[config.mk]
export PLATFORM = sky130hd
export DESIGN_NAME = uart_tx_wb_flat
export DESIGN_NICKNAME = d
export VERILOG_FILES = /design/src/rtl/uart_tx_wb_if.sv /design/src/rtl/uart_tx_wb.sv /design/src/flat_wrapper.sv
export SDC_FILE = /design/constraint.sdc
export NUM_CORES = 1
export LEC_CHECK = 0
export CORE_MARGIN = 3
export CORE_UTILIZATION = 54
export DETAILED_ROUTE_END_ITERATION = 16
export GPL_TIMING_DRIVEN = 0
export PLACE_DENSITY = 0.83
export SLEW_MARGIN = 25
export SYNTH_ARGS = -nofsm -noshare
export SYNTH_HDL_FRONTEND = slang
export SYNTH_SLANG_ARGS = --single-unit
export TNS_END_PERCENT = 30
[constraint.sdc]
create_clock -name clk_i -period 2.9 [get_ports clk_i]
set_input_delay 0.29 -clock clk_i [delete_from_list [all_inputs] [get_ports clk_i]]
set_output_delay 0.29 -clock clk_i [all_outputs]
set_load 0.02 [all_outputs]
[src/rtl/uart_tx_wb_if.sv]
// Wishbone classic bundle between the byte FIFO controller (master) and uart_tx_wb (slave).
// Signal names follow the device's point of view (_i into the device, _o out of it).
interface uart_tx_wb_if;
  logic       cyc_i;
  logic       stb_i;
  logic       we_i;
  logic [7:0] dat_i;
  logic [7:0] dat_o;
  logic       ack_o;

  modport master (
    output cyc_i, stb_i, we_i, dat_i,
    input  dat_o, ack_o
  );

  modport slave (
    input  cyc_i, stb_i, we_i, dat_i,
    output dat_o, ack_o
  );
endinterface

[src/rtl/uart_tx_wb.sv]
// Wishbone classic UART transmitter, 8N1, LSB first, tx idle high.
// Define UART_TX_PARITY_EN to insert an even-parity bit (8E1) and report it in read data bit 1.
module uart_tx_wb #(
  parameter int CLKS_PER_BIT = 16
) (
  input  logic        clk_i,
  input  logic        rst_ni,
  uart_tx_wb_if.slave wb,
  output logic        tx_o,
  output logic        busy_o
);

  localparam int            CW        = (CLKS_PER_BIT > 1) ? $clog2(CLKS_PER_BIT) : 1;
  localparam logic [CW-1:0] BAUD_LAST = CW'(CLKS_PER_BIT - 1);

`ifdef UART_TX_PARITY_EN
  typedef enum logic [2:0] {
    S_IDLE   = 3'd0,
    S_START  = 3'd1,
    S_DATA   = 3'd2,
    S_PARITY = 3'd3,
    S_STOP   = 3'd4
  } state_t;

  function automatic logic even_parity(input logic [7:0] data);
    even_parity = ^data;
  endfunction
`else
  typedef enum logic [1:0] {
    S_IDLE  = 2'd0,
    S_START = 2'd1,
    S_DATA  = 2'd2,
    S_STOP  = 2'd3
  } state_t;
`endif

  state_t        r_state;
  logic [CW-1:0] r_baud;
  logic [2:0]    r_bit_idx;
  logic [7:0]    r_shift;
  logic          r_tx;
  logic          r_ack;
  logic          r_busy;
  logic [7:0]    r_dat_o;
`ifdef UART_TX_PARITY_EN
  logic          r_par;
`endif

  logic          w_req;
  logic          w_wr_req;
  logic          w_rd_req;
  logic          w_bit_end;
  logic [7:0]    w_status;

  // The !ack term keeps a request from being accepted twice while the master drops stb.
  assign w_req     = wb.cyc_i & wb.stb_i & ~r_ack;
  assign w_wr_req  = w_req & wb.we_i;
  assign w_rd_req  = w_req & ~wb.we_i;
  assign w_bit_end = (r_baud == BAUD_LAST);

`ifdef UART_TX_PARITY_EN
  assign w_status  = {6'b000000, r_par, r_busy};
`else
  assign w_status  = {7'b0000000, r_busy};
`endif

  assign tx_o      = r_tx;
  assign busy_o    = r_busy;
  assign wb.ack_o  = r_ack;
  assign wb.dat_o  = r_dat_o;

  // Frame FSM, baud counter, bus acknowledge and read-data register.
  always_ff @(posedge clk_i or negedge rst_ni) begin
    if (!rst_ni) begin
      r_state   <= S_IDLE;
      r_baud    <= '0;
      r_bit_idx <= 3'd0;
      r_shift   <= 8'h00;
      r_tx      <= 1'b1;
      r_ack     <= 1'b0;
      r_busy    <= 1'b0;
      r_dat_o   <= 8'h00;
`ifdef UART_TX_PARITY_EN
      r_par     <= 1'b0;
`endif
    end else begin
      r_ack <= 1'b0;

      // Reads are served in every state and sample busy as it was before this edge.
      if (w_rd_req) begin
        r_ack   <= 1'b1;
        r_dat_o <= w_status;
      end

      if (r_state == S_IDLE) begin
        r_baud <= '0;
      end else if (w_bit_end) begin
        r_baud <= '0;
      end else begin
        r_baud <= r_baud + CW'(1);
      end

      case (r_state)
        S_IDLE: begin
          if (w_wr_req) begin
            r_ack     <= 1'b1;
            r_shift   <= wb.dat_i;
            r_bit_idx <= 3'd0;
            r_tx      <= 1'b0;
            r_busy    <= 1'b1;
            r_state   <= S_START;
`ifdef UART_TX_PARITY_EN
            r_par     <= even_parity(wb.dat_i);
`endif
          end
        end

        S_START: begin
          if (w_bit_end) begin
            r_state   <= S_DATA;
            r_bit_idx <= 3'd0;
            r_tx      <= r_shift[0];
          end
        end

        S_DATA: begin
          if (w_bit_end) begin
            if (r_bit_idx == 3'd7) begin
`ifdef UART_TX_PARITY_EN
              r_state <= S_PARITY;
              r_tx    <= r_par;
`else
              r_state <= S_STOP;
              r_tx    <= 1'b1;
`endif
            end else begin
              r_shift   <= {1'b0, r_shift[7:1]};
              r_tx      <= r_shift[1];
              r_bit_idx <= r_bit_idx + 3'd1;
            end
          end
        end

`ifdef UART_TX_PARITY_EN
        S_PARITY: begin
          if (w_bit_end) begin
            r_state <= S_STOP;
            r_tx    <= 1'b1;
          end
        end
`endif

        S_STOP: begin
          if (w_bit_end) begin
            r_state <= S_IDLE;
            r_busy  <= 1'b0;
          end
        end

        default: begin
          r_state <= S_IDLE;
          r_tx    <= 1'b1;
          r_busy  <= 1'b0;
        end
      endcase
    end
  end

endmodule

[src/flat_wrapper.sv]
// flat-port wrapper written by rule: the top's interface ports become plain ports
module uart_tx_wb_flat 
#(
  parameter int CLKS_PER_BIT = 16
)
  (clk_i, rst_ni, tx_o, busy_o, wb_cyc_i, wb_stb_i, wb_we_i, wb_dat_i, wb_dat_o, wb_ack_o);
  uart_tx_wb_if wb_i ();
  input  logic clk_i;
  input  logic rst_ni;
  output logic tx_o;
  output logic busy_o;
  input wire logic [$bits(wb_i.cyc_i)-1:0] wb_cyc_i;
  input wire logic [$bits(wb_i.stb_i)-1:0] wb_stb_i;
  input wire logic [$bits(wb_i.we_i)-1:0] wb_we_i;
  input wire logic [$bits(wb_i.dat_i)-1:0] wb_dat_i;
  output wire logic [$bits(wb_i.dat_o)-1:0] wb_dat_o;
  output wire logic [$bits(wb_i.ack_o)-1:0] wb_ack_o;
  assign wb_i.cyc_i = wb_cyc_i;
  assign wb_i.stb_i = wb_stb_i;
  assign wb_i.we_i = wb_we_i;
  assign wb_i.dat_i = wb_dat_i;
  assign wb_dat_o = wb_i.dat_o;
  assign wb_ack_o = wb_i.ack_o;
  uart_tx_wb #(.CLKS_PER_BIT(CLKS_PER_BIT)) u_core (.clk_i(clk_i), .rst_ni(rst_ni), .wb(wb_i), .tx_o(tx_o), .busy_o(busy_o));
endmodule
==> impl_metrics.csv <==
group,metric,value,unit
status,status,"finished clean",
finish,design_area,1455,sq um
timing,slew_headroom,39.21,%
placed_design,gp_congestion,0.8132,
worst_setup_path,crit_required,3.10,ns
floorplanning,start_util,59.31,%
yosys,syn_area_per_cell,10.91,sq um
yosys,ys_ff_latch,21,
route,routed_wl,2231,microns
route,dr.pass1.iters,4,
cts,numClockSinks,21,
cts,cts_htree_levels,1,
floorplanning,core-area,2042,sq um
worst_setup_path,reg2reg_slack,1.06,ns
timing,finalHoldViolations,0,
finish,synthToLayoutAreaGrowth,20.14,%
floorplanning,die_x,53.36,microns
grt,first_global_vias,878,
yosys,ys_seq_area_share,43.49,%
cts,clkTransAtPathRegs,0.12,ns
grt,grt_max_degree,22,
hold_path,worstHoldPathType,"primary input to async pin",
finish,fin_nets,158,
power_and_ir_drop,p_per_area,882.4,nW/um^2
cts,clockBufferDepth,2,
finish,drive_above_1_share,18.98,%
yosys,yosys-top-cells-area,"dfrtp_1, ha_1, a21oi_1, mux2i_1, buf_4",
worst_setup_path,end_kind,"flip-flop",
worst_setup_path,criticalPathCategory,"flip-flop to flip-flop",
finish,fill_cells,163,
yosys,yosysTopAreaCellShare,41.32,%
cts,hold_buffers,0,
cts,clockRootBuffer,"clkbuf_4",
placed_design,place_area,1428,sq um
grt,antenna_found_initial,0,
yosys,yosys_warnings,0,
route,drtIter0Drc,11,
finish,num_antenna_cells,0,
cts,clk_latency,0.31,ns
route,via_per_inst,5.530,
timing,max_clock_freq,543.4,MHz
power_and_ir_drop,leakage,0.0006479,uW
power_and_ir_drop,vdd_ir_drop_max,0.5951,mV
worst_setup_path,arrival,2.04,ns
yosys,syn-cell-area,1211,sq um
timing,fin_crit,1.840,ns
floorplanning,die_height,53.36,microns
yosys,syn_inst,111,
floorplanning,core.rowCount,16,
worst_setup_path,crit_fanout,8,
timing,skew,0.004898,ns
cts,cts_tree,"built",
cts,post_cts_resized,0,
route,wl_per_cell,13.60,microns
grt,grt.total_usage,18.15,%
placed_design,port_buffers,16,
timing,grt_setup_unrepaired,"false",
timing,setup_viol,0,
yosys,yosysTopAreaCell,"dfrtp_1",
finish,final_util,71.26,%
route,via_count,907,
floorplanning,io_pins,24,
yosys,synthDistinctLibCells,35,
floorplanning,design.die.area,2847,sq um
timing,tightest_slew,0.9090,ns
grt,grt_pass1_wl,3808,microns
placed_design,dp_hpwl,1730,microns
run,maxCapViolations,0,
route,drcViolationCount,0,
timing,fin_setup_tns,0,ns
grt,overflow,0,
worst_setup_path,start_kind,"flip-flop",
cts,postCtsSetupBuffers,0,
timing,slew_violations,0,
cts,cts_made_buffers,3,
timing,fin_crit_sh,63.46,%
route,drtAntennaViolNets,0,
==> layer usage <==
layer	wire length (microns)	GRT usage (%)
met5	0	0
met4	31	7.660
met3	111	2.535
met2	1080	29.59
met1	1008	23.76
==> worst max-delay path, stage by stage, from the launching register on <==
cell and delay (ns):
dfrtp_1 0.44, inv_1 0.11, ha_1 0.36, inv_1 0.16
o22ai_4 0.28, and2_1 0.17, buf_4 0.15, a21oi_1 0.08
==> cell usage in the layout (no fill, tap or decap), types with 2 or more instances in the layout <==
master	count
dfrtp_1	20
a21oi_1	17
clkdlybuf4s50_1	16
buf_4	8
inv_1	7
mux2i_1	7
ha_1	7
conb_1	7
nor2_1	6
nor3_1	3
o21ai_0	3
mux2_2	3
clkbuf_4	3
nand4b_1	2
nand2_1	2
o21a_1	2
a22o_1	2
o31ai_1	2
==> flip-flops by register name, summed over array words and instances (netlist names) <==
| name | cells |
|---|---|
| u_core.r_bit_idx | 3 |
| u_core.r_baud | 4 |
| u_core.busy_o | 1 |
| u_core.wb.dat_o | 1 |
| u_core.r_state | 2 |
| u_core.r_shift | 8 |
| u_core.wb.ack_o | 1 |
| u_core.tx_o | 1 |
==> per-stage QoR <==
stage | total power [uW] | hold slack (ns) | cells | setup slack (ns)
6_report | 1284 | 0.4768 | 164 | 1.060
5_1_grt | 1382 | 0.5481 | 164 | 0.9424
4_1_cts | 1283 | 0.5169 | 164 | 1.079
3_5_place_dp | 1138 | 0.4932 | 160 | 1.078
3_3_place_gp | 1106 | 0.4775 | 160 | 1.092
2_1_floorplan | 984.9 | -0.005591 | 117 | 1.302
==> synth_stat cells, drive strengths merged <==
cell type,instances
o31ai,2
buf,10
nand2,2
and4b,1
o311ai,1
nor3,3
nand3,1
nor2,6
mux2,3
a21boi,1
dfrtp,20
and3,1
o22ai,2
inv,7
nor4,1
and2,1
ha,7
o21a,2
a22o,2
xnor2,1
a211oi,1
nand2b,1
nor2b,1
o21ai,5
nand3b,1
conb,1
mux2i,7
nand4b,2
a21oi,17
dfstp,1
==> cell type report <==
type / count / area [sq um] / area share, %
flip-flops and latches: 21 / 526.8 / 36.20
repair buffers: 16 / 160.2 / 11.01
multi-input cells: 79 / 604.3 / 41.53
well taps: 27 / 33.78 / 2.322
clock buffers: 3 / 22.52 / 1.548
plain buffers: 10 / 76.32 / 5.245
inverters: 7 / 26.28 / 1.806
clock inverters: 1 / 5.005 / 0.3439
==> path summary, 6_finish.rpt <==
check / start / end / cells past startpoint
max: u_core.r_state[0] / u_core.r_shift[0] / 7
max in group asynchronous: rst_ni / u_core.r_shift[6] / 1
max reg2reg: u_core.r_state[0] / u_core.r_shift[0] / 7
min: rst_ni / u_core.wb.dat_o[0] / 1
min reg2reg: u_core.r_bit_idx[1] / u_core.r_bit_idx[1] / 1
min in group clk_i: u_core.r_bit_idx[1] / u_core.r_bit_idx[1] / 1
==> power by group <==
| part | internal (uW) | total [uW] | switching [uW] |
|---|---|---|---|
| Clock | 51.5 | 143 | 91.1 |
| Sequential | 392 | 465 | 72.8 |
| Combinational | 302 | 676 | 374 |
| Total | 746 | 1280 | 538 |
==> kinds of logic (layout without fill, tap and decap cells) <==
family | Yosys count | after routing | synth area share (%)
AO/OA/AOI/OAI | 33 | 33 | 19.32
flip-flops | 21 | 21 | 43.49
AND/OR/NAND/NOR | 21 | 21 | 11.88
buffers and inverters | 17 | 37 | 8.471
multiplexers | 10 | 10 | 8.574
adder cells (fa/ha/maj) | 7 | 7 | 7.231
other | 1 | 7 | 0.3096
XOR/XNOR | 1 | 1 | 0.7233
(Power assumes the default switching activity.)
